===== src/rtl/ntt_pkg.sv =====
// ntt_pkg: shared state encoding, moduli and size defaults for the NTT sequencer
package ntt_pkg;
  typedef enum logic [1:0] {IDLE, RUN, DRAIN, DONE} ntt_state_e;
  localparam int unsigned Q_DILITHIUM = 8380417;
  localparam int unsigned Q_KYBER = 3329;
  localparam int N_DEF = 256;
  localparam int LOG2N_DEF = 8;
  localparam int LAYERS_DILITHIUM = 8;
  localparam int LAYERS_KYBER = 7;
endpackage


===== src/rtl/ntt_addr_gen.sv =====
// ntt_addr_gen: pair/stage counters producing butterfly addresses and twiddle index
module ntt_addr_gen
  import ntt_pkg::*;
#(
  parameter int N = N_DEF,
  parameter int LOG2N = LOG2N_DEF,
  localparam int SW = $clog2(LOG2N)
) (
  input  logic             clk_i,
  input  logic             rst_i,
  input  logic             init_i,
  input  logic             adv_i,
  input  logic             next_stage_i,
  input  logic             mode_i,
  input  logic             sel_red_i,
  output logic [LOG2N-1:0] a_o,
  output logic [LOG2N-1:0] b_o,
  output logic [LOG2N-1:0] tw_o,
  output logic             last_pair_o,
  output logic             last_stage_o
);
  logic [LOG2N-2:0] p;
  logic [SW-1:0] sh, sh_first, sh_last;
  logic [LOG2N-1:0] pw, len, j, g;
  // len = 1 << sh; the pair counter p splits into group (upper) and j (lower sh bits)
  always_comb begin
    sh_first = mode_i ? SW'(sel_red_i) : SW'(LOG2N-1);
    sh_last = mode_i ? SW'(LOG2N-1) : SW'(sel_red_i);
    pw = {1'b0, p};
    len = LOG2N'(1) << sh;
    j = pw & (len - LOG2N'(1));
    g = pw >> sh;
    a_o = (g << sh << 1) | j;
    b_o = a_o | len;
    tw_o = (LOG2N'(N/2) >> sh) + g;
    last_pair_o = &p;
    last_stage_o = sh == sh_last;
  end
  always_ff @(posedge clk_i) begin
    if (rst_i) begin
      p <= '0;
      sh <= '0;
    end else if (init_i) begin
      p <= '0;
      sh <= sh_first;
    end else if (adv_i) begin
      p <= p + (LOG2N-1)'(1);
    end else if (next_stage_i) begin
      sh <= mode_i ? sh + SW'(1) : sh - SW'(1);
    end
  end
endmodule


===== src/rtl/ntt_ctrl.sv =====
// ntt_ctrl: NTT/INTT sequencer with FSM, RAM-latency write delay line and optional
// busy-cycle counter enabled by NTT_CTRL_PERF_EN
module ntt_ctrl
  import ntt_pkg::*;
#(
  parameter int N = N_DEF,
  parameter int LOG2N = LOG2N_DEF,
  parameter int MEM_LAT = 1
) (
  input  logic             clk_i,
  input  logic             rst_i,
  input  logic             start_i,
  input  logic             mode_i,
  input  logic             sel_red_i,
  output logic             busy_o,
  output logic             done_o,
  output logic             rd_en_o,
  output logic [LOG2N-1:0] rd_addr_a_o,
  output logic [LOG2N-1:0] rd_addr_b_o,
  output logic [LOG2N-1:0] tw_addr_o,
  output logic             tw_inv_o,
  output logic             wr_en_o,
  output logic [LOG2N-1:0] wr_addr_a_o,
  output logic [LOG2N-1:0] wr_addr_b_o,
  output logic             sel_butterfly_o,
  output logic             sel_red_o,
  output logic [15:0]      cycles_o
);
  localparam logic [1:0] S_IDLE = 2'(IDLE);
  localparam logic [1:0] S_RUN = 2'(RUN);
  localparam logic [1:0] S_DRAIN = 2'(DRAIN);
  localparam logic [1:0] S_DONE = 2'(DONE);
  localparam int DW = (MEM_LAT > 1) ? $clog2(MEM_LAT) : 1;
  localparam int EW = 3*LOG2N + 1;
  logic [1:0] state, state_nx;
  logic mode_q, red_q, mode_mux, red_mux;
  logic start_ok, run, drain_end, last_pair, last_stage;
  logic [DW-1:0] dcnt;
  logic [LOG2N-1:0] a, b, tw, rd_tw;
  logic [EW-1:0] dl [MEM_LAT];
  assign start_ok = state == S_IDLE && start_i;
  assign run = state == S_RUN;
  assign drain_end = state == S_DRAIN && dcnt == DW'(MEM_LAT-1);
  // in IDLE the address generator must see the incoming mode to pick its first stage
  assign mode_mux = state == S_IDLE ? mode_i : mode_q;
  assign red_mux = state == S_IDLE ? sel_red_i : red_q;
  ntt_addr_gen #(.N(N), .LOG2N(LOG2N)) u_addr_gen (
    .clk_i       (clk_i),
    .rst_i       (rst_i),
    .init_i      (start_ok),
    .adv_i       (run),
    .next_stage_i(drain_end && !last_stage),
    .mode_i      (mode_mux),
    .sel_red_i   (red_mux),
    .a_o         (a),
    .b_o         (b),
    .tw_o        (tw),
    .last_pair_o (last_pair),
    .last_stage_o(last_stage)
  );
  always_comb begin
    state_nx = start_ok ? S_RUN
             : run ? (last_pair ? S_DRAIN : S_RUN)
             : state == S_DRAIN ? (drain_end ? (last_stage ? S_DONE : S_RUN) : S_DRAIN)
             : S_IDLE;
  end
  always_ff @(posedge clk_i) begin
    if (rst_i) begin
      state <= S_IDLE;
      mode_q <= 1'b0;
      red_q <= 1'b0;
      dcnt <= '0;
    end else begin
      state <= state_nx;
      dcnt <= state == S_DRAIN ? dcnt + DW'(1) : '0;
      if (start_ok) begin
        mode_q <= mode_i;
        red_q <= sel_red_i;
      end
    end
  end
  assign busy_o = run || state == S_DRAIN;
  assign done_o = state == S_DONE;
  assign rd_en_o = run;
  assign rd_addr_a_o = run ? a : '0;
  assign rd_addr_b_o = run ? b : '0;
  assign rd_tw = run ? tw : '0;
  assign tw_inv_o = mode_q;
  assign sel_butterfly_o = mode_q;
  assign sel_red_o = red_q;
  // write strobe/addresses and twiddle index trail the read by exactly MEM_LAT cycles
  always_ff @(posedge clk_i) begin
    if (rst_i) begin
      for (int i = 0; i < MEM_LAT; i++) dl[i] <= '0;
    end else begin
      dl[0] <= {run, rd_addr_a_o, rd_addr_b_o, rd_tw};
      for (int i = 1; i < MEM_LAT; i++) dl[i] <= dl[i-1];
    end
  end
  assign {wr_en_o, wr_addr_a_o, wr_addr_b_o, tw_addr_o} = dl[MEM_LAT-1];
`ifdef NTT_CTRL_PERF_EN
  logic [15:0] cyc_q;
  always_ff @(posedge clk_i) begin
    if (rst_i || start_ok) cyc_q <= '0;
    else if (busy_o && !(&cyc_q)) cyc_q <= cyc_q + 16'd1;
  end
  assign cycles_o = cyc_q;
`else
  assign cycles_o = 16'd0;
`endif
endmodule

===== config.mk =====
export PLATFORM = sky130hd
export DESIGN_NAME = ntt_ctrl
export DESIGN_NICKNAME = d
export VERILOG_FILES = /design/src/rtl/ntt_pkg.sv /design/src/rtl/ntt_addr_gen.sv /design/src/rtl/ntt_ctrl.sv
export SDC_FILE = /design/constraint.sdc
export NUM_CORES = 1
export LEC_CHECK = 0
export CAP_MARGIN = 10
export CORE_MARGIN = 1
export CORE_UTILIZATION = 63
export CTS_CLUSTER_DIAMETER = 150
export CTS_CLUSTER_SIZE = 16
export DETAILED_ROUTE_END_ITERATION = 10
export DONT_BUFFER_PORTS = 1
export PLACE_DENSITY = 0.85
export SYNTH_ARGS = -nofsm -noshare
export SYNTH_HDL_FRONTEND = slang
export SYNTH_SLANG_ARGS = --single-unit

===== constraint.sdc =====
create_clock -name clk_i -period 2.99 [get_ports clk_i]
set_clock_uncertainty 0.1 [all_clocks]
set_input_delay 0.598 -clock clk_i [delete_from_list [all_inputs] [get_ports clk_i]]
set_output_delay 0.598 -clock clk_i [all_outputs]
set_load 0.01 [all_outputs]

==> PnR_summary.wiki <==
{| class="wikitable"
! Metric !! Value
|-
| Total of fill cells in the finished design || 298
|-
| Sw Ratio || between 30% and 40%
|-
| Maximum resistive drop on vdd || 242.6 µV
|-
| Part of the cycle the worst path needs || ~96%
|-
| MaxCap Viol Count || 0
|-
| Required time at the worst-slack endpoint || roughly 2300 ps
|-
| Layout-stage area growth over the synthesis result || 5.000%
|-
| Hold Buf Count CTS || 0
|-
| Post-placement cell area || ~2500 µm²
|-
| Worst hold path type || input port to register
|-
| Drt total wl || 5402 µm
|-
| Post-Synthesis Mean Instance Area || 8.314 µm²
|-
| Later-pin clock latency in the skew report || 290 ps
|-
| Number of antenna violations at the first check in global routing || 0
|-
| Routed vias || 2072
|-
| Synthesized instance count || ~300
|-
| Worst slack at placement || about 130 ps
|-
| Placer Congestion || 0.9122
|-
| Arr. time, crit path || 2180 ps
|-
| DRT Pass-1 Iters || 4
|-
| Initial DRC Count || 180
|-
| Number of nets with antenna violations after detailed routing || 0
|-
| Run status || finished, final reports clean
|-
| Number of synthesized flops with an enable pin || 0
|-
| Final critical delay including setup and external delays || 2881 ps
|-
| IO Port Bufs || 0
|-
| Die height || 65.03 µm
|-
| Core utilization of the finished layout || 70.19%
|-
| Final std cells w/o fill || 354
|-
| Proportion of register bits with asynchronous set or reset after synthesis || 0%
|-
| Dominant synthesized flop cell || dfxtp_1
|-
| Type of origin of the critical path || register
|-
| Overall power after layout || 0.001230 W
|-
| Clock Sink Count || 40
|-
| Max-slew violation count || 0
|-
| Power Internal || about 0.00085 W
|-
| Power density normalized to cell area || 468.2 nW/µm²
|-
| Number of nets in the layout || approximately 320
|-
| Number of antenna cells inserted || 0
|-
| Dominant cells by area after synthesis || dfxtp_1 (32%), nor2_1 (6.6%), ha_1 (6.0%), buf_4 (5.1%), a21oi_1 (4.2%)
|-
| Post-Synthesis Cell Area || 2502 µm²
|-
| Count of placed standard cells including taps || 345
|-
| Clock transition at the registers of the reported paths || 70 ps
|-
| Total of endpoints with negative setup slack in the final report || 0
|-
| Total non-filler cell area in the finished layout || 2628 µm²
|-
| Leak pwr || roughly 1.1 nW
|-
| Clk pwr share || 30.1%
|-
| Final hold vios || 0
|-
| Global routing usage summed across all routing layers || 26.61%
|-
| Num rows || 22
|-
| Drt drc || 0
|-
| # IOs || between 60 and 70
|-
| Starting utilization of the core area || 66.84%
|-
| Top Layer Used || met4
|-
| Detailed route wirelength on metal2 || about 2500 µm
|-
| Final worst setup slack || 109.3 ps
|-
| Average wire length per cell after detail routing || 15.26 µm
|-
| Power share of the sequential group || 46.6%
|-
| Yosys top cell by area || dfxtp_1
|-
| Max Fanout on Critical Path || 13
|-
| Sequential-to-total area share from yosys stat || 32.00%
|-
| Level count of the clock H-tree || 2
|-
| Vias in the first global route || 1842
|-
| CTS root buf || clkbuf_8
|-
| Total die area || 4228 µm²
|-
| Startpoint-to-endpoint class of the critical path || register to primary output
|-
| Number of buffers between clock root and the deepest sink || 2
|-
| Synthesized flop and latch total || 40
|-
| Final HPWL from detailed placement || 3971 µm
|-
| Via count normalized by instance count || 5.853
|-
| Peak Freq || roughly 0.35 GHz
|-
| Maximum number of pins on one net before global-route repair || 23
|-
| Remaining global-route overflow || 0
|-
| Total length of routed met3 wires || between 400 and 500 µm
|-
| Global-route wire length before repair || 8694 µm
|-
| Number of buffers created by CTS || 5
|-
| Gate power share || approximately a quarter
|-
| Post-Route M1 WL || 2356 µm
|-
| Placeable core region || roughly 3700 µm²
|-
| Yosys cell types || 67
|-
| Switching power of the nets || 0.0003792 W
|-
| Proportion of netlist area held by the largest area contributor || 32.00%
|-
| Clock tree from TritonCTS || done
|-
| Fraction of final layout cells with drive strength greater than 1 || 17.65%
|-
| Endpoint kind of the worst setup timing path || primary output
|-
| Die Width || 65.03 µm
|-
| Count of synthesis-stage warnings from yosys || 0
|}
through the flow:
step                      hold slack [ps]  TNS [ps]
final                               259.3         0
after global routing                250.5    -28.89
after CTS                           256.5         0
after detailed placement            402.2         0
after global placement              395.7         0
after floorplan                     389.7         0
final cells by class:
type | instances | area [µm²] | share of cell area (%)
clock buffer | 8 | 90.09 | 3.429
timing repair buffer | 19 | 146.4 | 5.571
tap | 48 | 60.06 | 2.286
multi-input combinational | 224 | 1469 | 55.90
sequential | 40 | 805.8 | 30.67
inverter | 15 | 56.30 | 2.143
metal layers:
layer,vias to the layer above,global-route usage (%)
li1,993,-
met1,970,34.60
met2,97,42.58
met3,12,5.810
met4,0,10.60
met5,-,0
flip-flops by register name, summed over array words and instances, names as in the netlist:
register / cells
sel_butterfly_o: 1
sel_red_o: 1
dl: 25
state: 2
u_addr_gen.p: 7
u_addr_gen.sh: 3
dcnt: 1
what timing repair did:
item / CTS / global route
pin swaps: 0 / 3
resized for setup: 4 / 6
endpoints found under the setup margin: 5 / 6
buffers inserted: 0 / 1
path summary, 6_finish.rpt:
check / to / from / cells after the start / slack [ps]
worst max-delay path: rd_addr_b_o[4] / u_addr_gen.sh[0]$_SDFFE_PP0P_ / 10 / 110
worst min-delay path: u_addr_gen.sh[2]$_SDFFE_PP0P_ / rst_i / 1 / 260
worst max register to register: dl[0][6]$_SDFF_PP0_ / u_addr_gen.sh[1]$_SDFFE_PP0P_ / 11 / 160
worst min register to register: sel_red_o$_SDFFE_PP0P_ / sel_red_o$_SDFFE_PP0P_ / 2 / 410
Yosys cell counts (5+ instances only):
master and number:
nand3_1 9, mux2i_1 7, clkbuf_1 9, inv_1 8, nor2_1 44, ha_1 12, buf_4 17, nor3_1 6
nor2b_1 7, and3_1 6, xnor2_1 6, buf_2 5, nand2_1 21, xor2_1 5, inv_2 6, dfxtp_1 40
a21oi_1 21
power by group through the flow:
stage | logic [W] | clock network [W] | registers [W]
3_5_place_dp | 0.000265 | 0 | 0.000584
6_report | 0.000287 | 0.000370 | 0.000573
5_1_grt | 0.000315 | 0.000398 | 0.000574
3_3_place_gp | 0.000261 | 0 | 0.000583
2_1_floorplan | 0.000244 | 0 | 0.000574
4_1_cts | 0.000270 | 0.000374 | 0.000572
layout by cell type (no fill, tap or decap), types with 2 or more instances in the layout:
cell type,count
a21oi_2,5
xor2_1,5
nand3_1,9
a21o_1,2
xnor2_1,6
fa_1,2
nor3_1,6
o211ai_1,2
a21oi_1,18
inv_1,8
or3_1,3
and3_1,6
nand2_1,21
a31oi_1,3
ha_1,11
dfxtp_1,38
mux2i_1,7
buf_4,18
clkbuf_8,6
nor2_1,44
inv_2,6
a211o_1,2
nor2b_1,7
o21ai_1,3
and2_1,3
nand2b_1,4
o21ai_0,4
conb_1,16
nand4_1,2
clkbuf_1,2
cells by family after synthesis:
logic type                 synth area share (%)
buffers and inverters                     12.70
muxes                                     4.750
DFF                                       32.00
xor gates and xnor gates                  3.850
other                                    0.1499
and+or+nand+nor                           22.85
adders and majority gates                 7.600
AOI/OAI and AO/OA                         16.10
worst max-delay path, stage by stage, from the launching register on:
cell and delay [ps]:
dfxtp_4 380, buf_6 150, or2_1 250, nor2_2 150, inv_2 90, ha_4 190, nand2_1 60, o21ai_1 60
a32o_1 220, a21oi_2 220, a21oi_2 120
Note: power is estimated with default switching activity, not from simulation.
